### config.mk
export PLATFORM = sky130hd
export DESIGN_NAME = wb_uart_fifo
export DESIGN_NICKNAME = d
export VERILOG_FILES = /design/src/rtl/wb_uart_fifo.sv
export SDC_FILE = /design/constraint.sdc
export NUM_CORES = 1
export LEC_CHECK = 0
export BUFFER_PORTS_ARGS = -buffer_cell sky130_fd_sc_hd__buf_2
export CORE_ASPECT_RATIO = 1.4
export CORE_MARGIN = 10
export CORE_UTILIZATION = 45
export CTS_CLUSTER_DIAMETER = 40
export CTS_CLUSTER_SIZE = 12
export DETAILED_ROUTE_END_ITERATION = 16
export PLACE_DENSITY = 0.65
export SYNTH_ARGS = -nofsm -noshare
export SYNTH_HDL_FRONTEND = slang
export SYNTH_SLANG_ARGS = --single-unit
### constraint.sdc
create_clock -name clk -period 3.56 [get_ports clk]
set_input_delay 1.068 -clock clk [delete_from_list [all_inputs] [get_ports clk]]
set_output_delay 1.068 -clock clk [all_outputs]
set_load 0.02 [all_outputs]
### src/rtl/wb_uart_fifo.sv
// wb_uart_fifo: Wishbone UART transmitter with TX FIFO, runtime baud divisor,
// configurable stop bits, sticky-overflow status word and idle interrupt.
module wb_uart_fifo #(
  parameter int unsigned CLK_DIV    = 862,
  parameter int unsigned FIFO_DEPTH = 16,
  parameter int unsigned STOP_BITS  = 1
) (
  input  logic        clk,
  input  logic        rst,
  output logic        txd,
  output logic        irq,
  input  logic        cyc_i,
  input  logic        stb_i,
  input  logic        we_i,
  input  logic        adr_i,
  input  logic [31:0] dat_i,
  output logic [31:0] dat_o,
  output logic        ack_o
);

  localparam int unsigned AW = $clog2(FIFO_DEPTH);
  localparam int unsigned LW = AW + 1;
  localparam int unsigned DW = 16;
  localparam int unsigned SW = (STOP_BITS > 1) ? $clog2(STOP_BITS) : 1;

  typedef enum logic [1:0] {IDLE, START, DATA, STOP} state_t;

  state_t          state, state_next;
  logic [DW-1:0]   div, cnt;
  logic            tick_c;
  logic [7:0]      mem [FIFO_DEPTH];
  logic [AW-1:0]   wptr, rptr;
  logic [LW-1:0]   level, level_next;
  logic            full_c, empty_c, busy_c;
  logic            push_c, pop_c, ovf_c;
  logic            overflow;
  logic            access_c, wr_data_c, rd_stat_c, wr_div_c;
  logic [31:0]     status_c;
  logic [7:0]      shift, shift_next;
  logic [2:0]      bit_idx, bit_idx_next;
  logic [SW-1:0]   stop_cnt, stop_cnt_next;
  logic            last_stop_c;
  logic            txd_next;
  logic            unused_c;

  assign unused_c = ^{dat_i[23:16], dat_i[7:0]};

  // Bus decode: one access per strobe, the ack cycle itself is the wait state.
  assign access_c  = cyc_i & stb_i & ~ack_o;
  assign wr_data_c = access_c &  we_i & ~adr_i;
  assign rd_stat_c = access_c & ~we_i & ~adr_i;
  assign wr_div_c  = access_c &  we_i &  adr_i;

  assign full_c  = (level == LW'(FIFO_DEPTH));
  assign empty_c = (level == '0);
  assign busy_c  = (state != IDLE);

  // A full FIFO still accepts a push when the transmitter pops in the same cycle.
  assign push_c = wr_data_c & (~full_c | pop_c);
  assign ovf_c  = wr_data_c & full_c & ~pop_c;

  assign status_c = {16'h0, 8'(level), 4'h0, overflow, empty_c, full_c, busy_c};

  // Divisor of 0 or 1 ticks every cycle.
  assign tick_c = (div <= DW'(1)) || (cnt == div - DW'(1));

  // Baud counter: wraps on tick, restarts whenever the divisor is rewritten.
  always_ff @(posedge clk) begin
    if (rst) begin
      cnt <= '0;
    end else if (wr_div_c || tick_c) begin
      cnt <= '0;
    end else begin
      cnt <= cnt + DW'(1);
    end
  end

  // Bus registers: ack, read data, divisor and sticky overflow.
  always_ff @(posedge clk) begin
    if (rst) begin
      ack_o    <= 1'b0;
      dat_o    <= '0;
      div      <= DW'(CLK_DIV);
      overflow <= 1'b0;
    end else begin
      ack_o <= access_c;
      if (wr_div_c) begin
        div <= dat_i[15:0];
      end
      if (access_c && !we_i) begin
        dat_o <= adr_i ? {16'h0, div} : status_c;
      end
      overflow <= ovf_c | (overflow & ~rd_stat_c);
    end
  end

  // FIFO storage; contents are don't-care until written.
  always_ff @(posedge clk) begin
    if (push_c) begin
      mem[wptr] <= dat_i[31:24];
    end
  end

  // FIFO occupancy after this cycle's push/pop.
  always_comb begin
    level_next = level;
    if (push_c && !pop_c) begin
      level_next = level + LW'(1);
    end else if (pop_c && !push_c) begin
      level_next = level - LW'(1);
    end
  end

  // FIFO pointers and level.
  always_ff @(posedge clk) begin
    if (rst) begin
      wptr  <= '0;
      rptr  <= '0;
      level <= '0;
    end else begin
      if (push_c) begin
        wptr <= wptr + AW'(1);
      end
      if (pop_c) begin
        rptr <= rptr + AW'(1);
      end
      level <= level_next;
    end
  end

  assign last_stop_c = (stop_cnt == SW'(STOP_BITS - 1));

  // TX state register.
  always_ff @(posedge clk) begin
    if (rst) begin
      state <= IDLE;
    end else begin
      state <= state_next;
    end
  end

  // TX next-state: advances only on baud ticks.
  always_comb begin
    state_next = state;
    if (tick_c) begin
      case (state)
        IDLE:    if (!empty_c) state_next = START;
        START:   state_next = DATA;
        DATA:    if (bit_idx == 3'd7) state_next = STOP;
        STOP:    if (last_stop_c) state_next = empty_c ? IDLE : START;
        default: state_next = IDLE;
      endcase
    end
  end

  // TX outputs: pop request, next line level and shifter updates.
  always_comb begin
    pop_c         = 1'b0;
    txd_next      = txd;
    shift_next    = shift;
    bit_idx_next  = bit_idx;
    stop_cnt_next = stop_cnt;
    if (tick_c) begin
      case (state)
        IDLE: begin
          if (!empty_c) begin
            pop_c      = 1'b1;
            shift_next = mem[rptr];
            txd_next   = 1'b0;
          end
        end
        START: begin
          txd_next     = shift[0];
          bit_idx_next = 3'd0;
        end
        DATA: begin
          if (bit_idx == 3'd7) begin
            txd_next      = 1'b1;
            stop_cnt_next = '0;
          end else begin
            txd_next     = shift[1];
            shift_next   = {1'b0, shift[7:1]};
            bit_idx_next = bit_idx + 3'd1;
          end
        end
        STOP: begin
          if (last_stop_c) begin
            stop_cnt_next = '0;
            if (!empty_c) begin
              pop_c      = 1'b1;
              shift_next = mem[rptr];
              txd_next   = 1'b0;
            end else begin
              txd_next = 1'b1;
            end
          end else begin
            stop_cnt_next = stop_cnt + SW'(1);
          end
        end
        default: txd_next = 1'b1;
      endcase
    end
  end

  // TX datapath registers; line returns high immediately on reset.
  always_ff @(posedge clk) begin
    if (rst) begin
      txd      <= 1'b1;
      shift    <= '0;
      bit_idx  <= '0;
      stop_cnt <= '0;
    end else begin
      txd      <= txd_next;
      shift    <= shift_next;
      bit_idx  <= bit_idx_next;
      stop_cnt <= stop_cnt_next;
    end
  end

  // Interrupt reflects the registered state: FIFO empty and transmitter idle.
  always_ff @(posedge clk) begin
    if (rst) begin
      irq <= 1'b1;
    end else begin
      irq <= (state_next == IDLE) && (level_next == '0);
    end
  end

endmodule
==> impl_metrics.ini, run 1 <==
[placement]
gp_congestion = 0.907
dp_hpwl_um = 15600
dp_slack_ns = 0.248
placement.io_buffers = 48

[clock_tree]
path_clk_slew_ns = 0.06
cts_made_buffers = 29
cts_tree = done
cts_root_buffer = clkbuf_16
postCtsSetupRepairBufs = 0
numClockSinks = 210
clockBufferDepth = 3
cts_hold_buffers = 0
cts-resized-gates = 0
clk_latency_ns = 0.53
htreeDepth = 1

[run]
max-cap-violations = 0

[grt]
antenna_found_initial = 0
track_usage = 0.159
grt_start_max_net_pins = 54
grt.overflow.total = 0
grt_pass1_vias = 6612
grt_first_pass_wirelength_um = 34900

[cells_and_area]
layout-drive-gt1-share = 0.232
diodes = 0
syn2layout_area_growth_pct = 17.0
final_common_cell = edfxtp_1
layout_common_cells = edfxtp_1 (128), dfxtp_1 (81), nand2_1 (74)
final_nets = 877

[synthesis]
synth_top_cell_area_share = 0.406
yosysUniqueCellTypes = 73
synth-edff-count = 128
ys_seq_elements = 210
syn_inst = 753
synth_area_leaders = edfxtp_1 (41%), dfxtp_1 (17%), mux4_2 (9.5%), nand2_1 (2.9%), nor2_1 (2.6%)
synth_largest_area_cell = edfxtp_1
yosys_warnings = 0
syn_area_sq_um = 9470
synth_seq_area_share = 0.579
async_reset_ff_frac = 0
syn_avg_cell_area_sq_um = 12.6
ys.flop_type = edfxtp_1

[timing]
slew_violations = 0
finalSetupViolCount = 0
clock.fmax_ghz = 0.297
setup_ws_ns = 0.198
period_share = 0.944
slew_headroom = 0.422
tightest_slew_ns = 0.865
fin_worst_skew_ns = 0.0128
rsz0062_at_grt = no
tns_ns = 0
period_needed_ns = 3.36
finalHoldViolCount = 0

[setup_path]
path_class = reg -> reg
slowest_stage = a221oi_1
cp.arrival_ns = 3.61
setup.worst_path.end_class = flip-flop
cp_max_fo = 16
rrSetupSlack_ns = 0.20
critPathMaxStageDelay_ns = 0.38
critPathLaunchType = flip-flop
reg2regPathDepth = 13
crit_required_ns = 3.81
rr_startpoint = div[0]$_SDFFE_PP0P_
crit_chain = inv_1 > ha_1 > buf_4 > o21ba_2 > a22oi_1 > o211ai_1 > a221oi_1 > buf_4 > nand4_4 > and2_4 > a21oi_4 > and3_1 > buf_12
path_common_cell = buf_4
critPathLaunch = div[0]$_SDFFE_PP0P_

[floorplanning]
die-height_um = 192
start_util = 0.459
dieArea_sq_um = 27300
die_w_um = 143
pin_count = 73
rows = 62
core_area_sq_um = 20600

[routing]
detailedRoute.firstIterationViolations = 367
drtPass1Iterations = 5
wl_per_cell_um = 19.7
vias = 6135
remaining_drc_errors = 0
drt-total-wl_um = 21700
antenna_left = 0
vias_per_cell = 5.59

[worst_hold_path]
holdPathStages = 2
hold_class = reg -> reg
hp-start = dat_o[13]$_SDFFE_PP0P_

[power]
peakVddDrop_uv = 522
p_leak_uw = 0.00393
power_density_nw_per_um2 = 506

[run_status]
status = completed
==> registers in the layout (all words and copies together), names as in the netlist, named ones only <==
signal / count
irq: 1
rptr: 4
mem: 128
cnt: 16
bit_idx: 3
div: 16
overflow: 1
level: 5
txd: 1
shift: 8
ack_o: 1
wptr: 4
dat_o: 16
state: 2
==> worst max-delay path: cells and delay by family, from the launching register on <==
family	cells	cell delay, ns
and+or+nand+nor	3	0.67
AOI/OAI and AO/OA	5	1.27
adders and majority gates	1	0.21
buffers and inverters	4	0.60
DFF	1	0.34
==> cells by family (layout without fill, tap and decap cells) <==
| group | after synthesis | after routing | share of synthesized area |
|---|---|---|---|
| fa+ha+maj | 18 | 18 | 0.0238 |
| xor+xnor | 43 | 43 | 0.0398 |
| buf+inv | 75 | 149 | 0.0379 |
| other cells | 1 | 16 | 0.000396 |
| compound gates | 94 | 94 | 0.0696 |
| mux | 57 | 57 | 0.113 |
| simple gates | 255 | 255 | 0.136 |
| flops | 210 | 210 | 0.579 |
==> metal layers <==
layer,global-route usage,vias to the layer above,routed length (um)
met5,0,-,0
li1,-,2902,-
met1,0.164,3019,7800
met3,0.0304,59,1080
met4,0.0692,0,837
met2,0.303,155,11900
==> power breakdown <==
part	total, uW	internal, uW	switching (uW)
Combinational	229	79.3	149
Clock	2750	1670	1080
Sequential	2630	2600	28.3
==> cell usage after synthesis (4+ instances only) <==
| library cell | count |
|---|---|
| a211oi_1 | 15 |
| a21oi_1 | 32 |
| a22oi_1 | 5 |
| and2_1 | 4 |
| and3_1 | 19 |
| buf_1 | 8 |
| buf_2 | 4 |
| buf_4 | 17 |
| clkbuf_1 | 28 |
| dfxtp_1 | 82 |
| edfxtp_1 | 128 |
| ha_1 | 18 |
| inv_1 | 16 |
| mux2i_1 | 16 |
| mux4_2 | 40 |
| nand2_1 | 74 |
| nand3_1 | 28 |
| nand3b_1 | 4 |
| nand4_1 | 11 |
| nor2_1 | 66 |
| nor2b_1 | 6 |
| nor3_1 | 12 |
| nor4_1 | 5 |
| o211ai_1 | 6 |
| o21ai_0 | 13 |
| xnor2_1 | 20 |
| xor2_1 | 23 |
==> final timing paths <==
path,endpoint
setup / recovery,mem[4][7]$_DFFE_PP_
hold / removal,dat_o[13]$_SDFFE_PP0P_
setup reg to reg,mem[4][7]$_DFFE_PP_
hold reg to reg,dat_o[13]$_SDFFE_PP0P_
==> final cells by class <==
cell class              instances  area (sq um)
fillers                      1726          9550
well taps                     256           320
clock buffers                  35           749
multi-input cells             483          3680
repair buffers                 81           601
flip-flops and latches        210          5490
inverters                      16          60.1
clock inverters                17           181
==> per-stage QoR <==
step	power [uW]	util	hold WS (ns)	std cells	area (sq um)
after floorplan	2820	-	0.449	768	9530
final	5610	0.537	0.446	1098	11100
after global placement	2890	0.492	0.438	1046	10200
after global routing	5800	0.537	0.481	1098	11100
after CTS	5660	0.537	0.448	1098	11100
after detailed placement	2900	0.492	0.440	1046	10200
Power figures use the tool's default switching activity.
==> run 2: changes to the inputs <==
- CORE_ASPECT_RATIO: 1.4 -> 0.6
==> run 2 against run 1 <==
Clock skew fell by 0.00059 ns. Total power fell by 4.7%. Sequential cell count did not move. Largest cell class unchanged.
==> impl_metrics.ini, run 2 (synthesis gave the netlist of run 1 again) <==
[setup_path]
r2r-end = mem[3][4]$_DFFE_PP_
cp.arrival_ns = 3.56
rr_startpoint = div[2]$_SDFFE_PP1P_
critPathLaunchType = flip-flop
setup.worst_path.end_class = flip-flop
reg2regPathDepth = 10
cp_max_fo = 9
crit_required_ns = 3.77
rrSetupSlack_ns = 0.21
path_class = reg -> reg

[floorplanning]
die-height_um = 132
start_util = 0.466
rows = 40
dieArea_sq_um = 27400
die_w_um = 207
core_area_sq_um = 20300
pin_count = 73

[clock_tree]
htreeDepth = 1
clk_latency_ns = 0.51
cts_tree = done
cts_hold_buffers = 0
numClockSinks = 210
path_clk_slew_ns = 0.06
cts_made_buffers = 25
postCtsSetupRepairBufs = 0
cts-resized-gates = 0
clockBufferDepth = 3
cts_root_buffer = clkbuf_16

[run]
max-cap-violations = 0

[timing]
period_needed_ns = 3.35
rsz0062_at_grt = no
slew_violations = 0
slew_headroom = 0.496
tightest_slew_ns = 0.755
tns_ns = 0
finalHoldViolCount = 0
finalSetupViolCount = 0
setup_ws_ns = 0.210
fin_worst_skew_ns = 0.0122
period_share = 0.941
clock.fmax_ghz = 0.298

[grt]
grt_start_max_net_pins = 54
grt_first_pass_wirelength_um = 34800
antenna_found_initial = 0
track_usage = 0.157
grt.overflow.total = 0
grt_pass1_vias = 5980

[cells_and_area]
multi_input_area_sq_um = 3680
stdcell_count = 1112
final_common_cell = edfxtp_1
largest_reg_flops = 128
syn2layout_area_growth_pct = 16.0
layout-drive-gt1-share = 0.224
final_nets = 877
diodes = 0
fin_util = 0.541
top_register = mem
fillers = 1682
layout_common_cells = edfxtp_1 (128), dfxtp_1 (81), nand2_1 (74)
regArea_sq_um = 5490

[placement]
dp_slack_ns = 0.282
dp_hpwl_um = 16200
gp_congestion = 0.905
dp_cells = 1067
placement.io_buffers = 48

[routing]
drt-total-wl_um = 22300
vias = 6179
drtPass1Iterations = 5
vias_per_cell = 5.56
remaining_drc_errors = 0
detailedRoute.firstIterationViolations = 677
wl_per_cell_um = 20.0
antenna_left = 0

[worst_hold_path]
holdPathStages = 2
min_to = dat_o[15]$_SDFFE_PP0P_
hold_class = reg -> reg
hp-start = dat_o[15]$_SDFFE_PP0P_

[power]
p_leak_uw = 0.00389
power_density_nw_per_um2 = 487
peakVddDrop_uv = 360

[run_status]
status = completed
[run 2: cell count changes in the layout (fill, tap and decap cells not counted), moves of 2 or more]
cell / change
buf_12: -2
buf_4: +6
clkinvlp_4: -3
clkbuf_16: -3
clkbuf_1: +4
inv_6: -5
[run 2: per-stage QoR]
step | instance area (sq um) | hold WS [ns] | power, uW
finish | 11000 | 0.459 | 5350
global route | 11000 | 0.487 | 5540
CTS | 11000 | 0.465 | 5400
detailed placement | 10200 | 0.455 | 2910
global placement | 10200 | 0.442 | 2900
floorplan | 9530 | 0.449 | 2820
[run 2: how the worst max path moves through the flow]
stage,end,slack [ns],start
2_1_floorplan,mem[3][0]$_DFFE_PP_,0.09,div[0]$_SDFFE_PP0P_
3_3_place_gp,mem[3][3]$_DFFE_PP_,0.37,div[0]$_SDFFE_PP0P_
3_5_place_dp,mem[3][3]$_DFFE_PP_,0.28,div[2]$_SDFFE_PP1P_
4_1_cts,mem[3][4]$_DFFE_PP_,0.26,div[2]$_SDFFE_PP1P_
5_1_grt,irq$_SDFF_PP1_,0.05,div[1]$_SDFFE_PP1P_
6_report,mem[3][4]$_DFFE_PP_,0.21,div[2]$_SDFFE_PP1P_
[run 2: where the power goes]
part | switching [uW] | internal [uW] | total [uW]
Combinational | 159 | 82.6 | 241
Clock | 964 | 1520 | 2480
Sequential | 27.9 | 2600 | 2620
Total | 1150 | 4190 | 5350
[run 2: final cells by class]
cell class / instances / area share
Sequential cell: 210 / 0.499
Clock inverter: 9 / 0.0102
Multi-Input combinational cell: 483 / 0.335
Tap cell: 273 / 0.0311
Clock buffer: 36 / 0.0635
Timing Repair Buffer: 85 / 0.0551
Inverter: 16 / 0.00547
[run 2: worst max-delay path, cell delays in order, from the launching register on]
cell and delay [ns]:
dfxtp_1 0.66, nor3b_2 0.18, a22oi_1 0.23, or4b_2 0.64, a21boi_1 0.24, nand4_4 0.12
buf_4 0.17, nand2_2 0.10, o211ai_1 0.18, nor3_1 0.28, buf_4 0.24
[run 2: per-layer routing]
| layer | track usage | vias up | wire length (um) |
|---|---|---|---|
| met5 | 0 | - | 0 |
| met4 | 0.0287 | 0 | 255 |
| met3 | 0.0426 | 23 | 1920 |
| met2 | 0.207 | 213 | 8750 |
| met1 | 0.248 | 3049 | 11300 |
| li1 | - | 2894 | - |
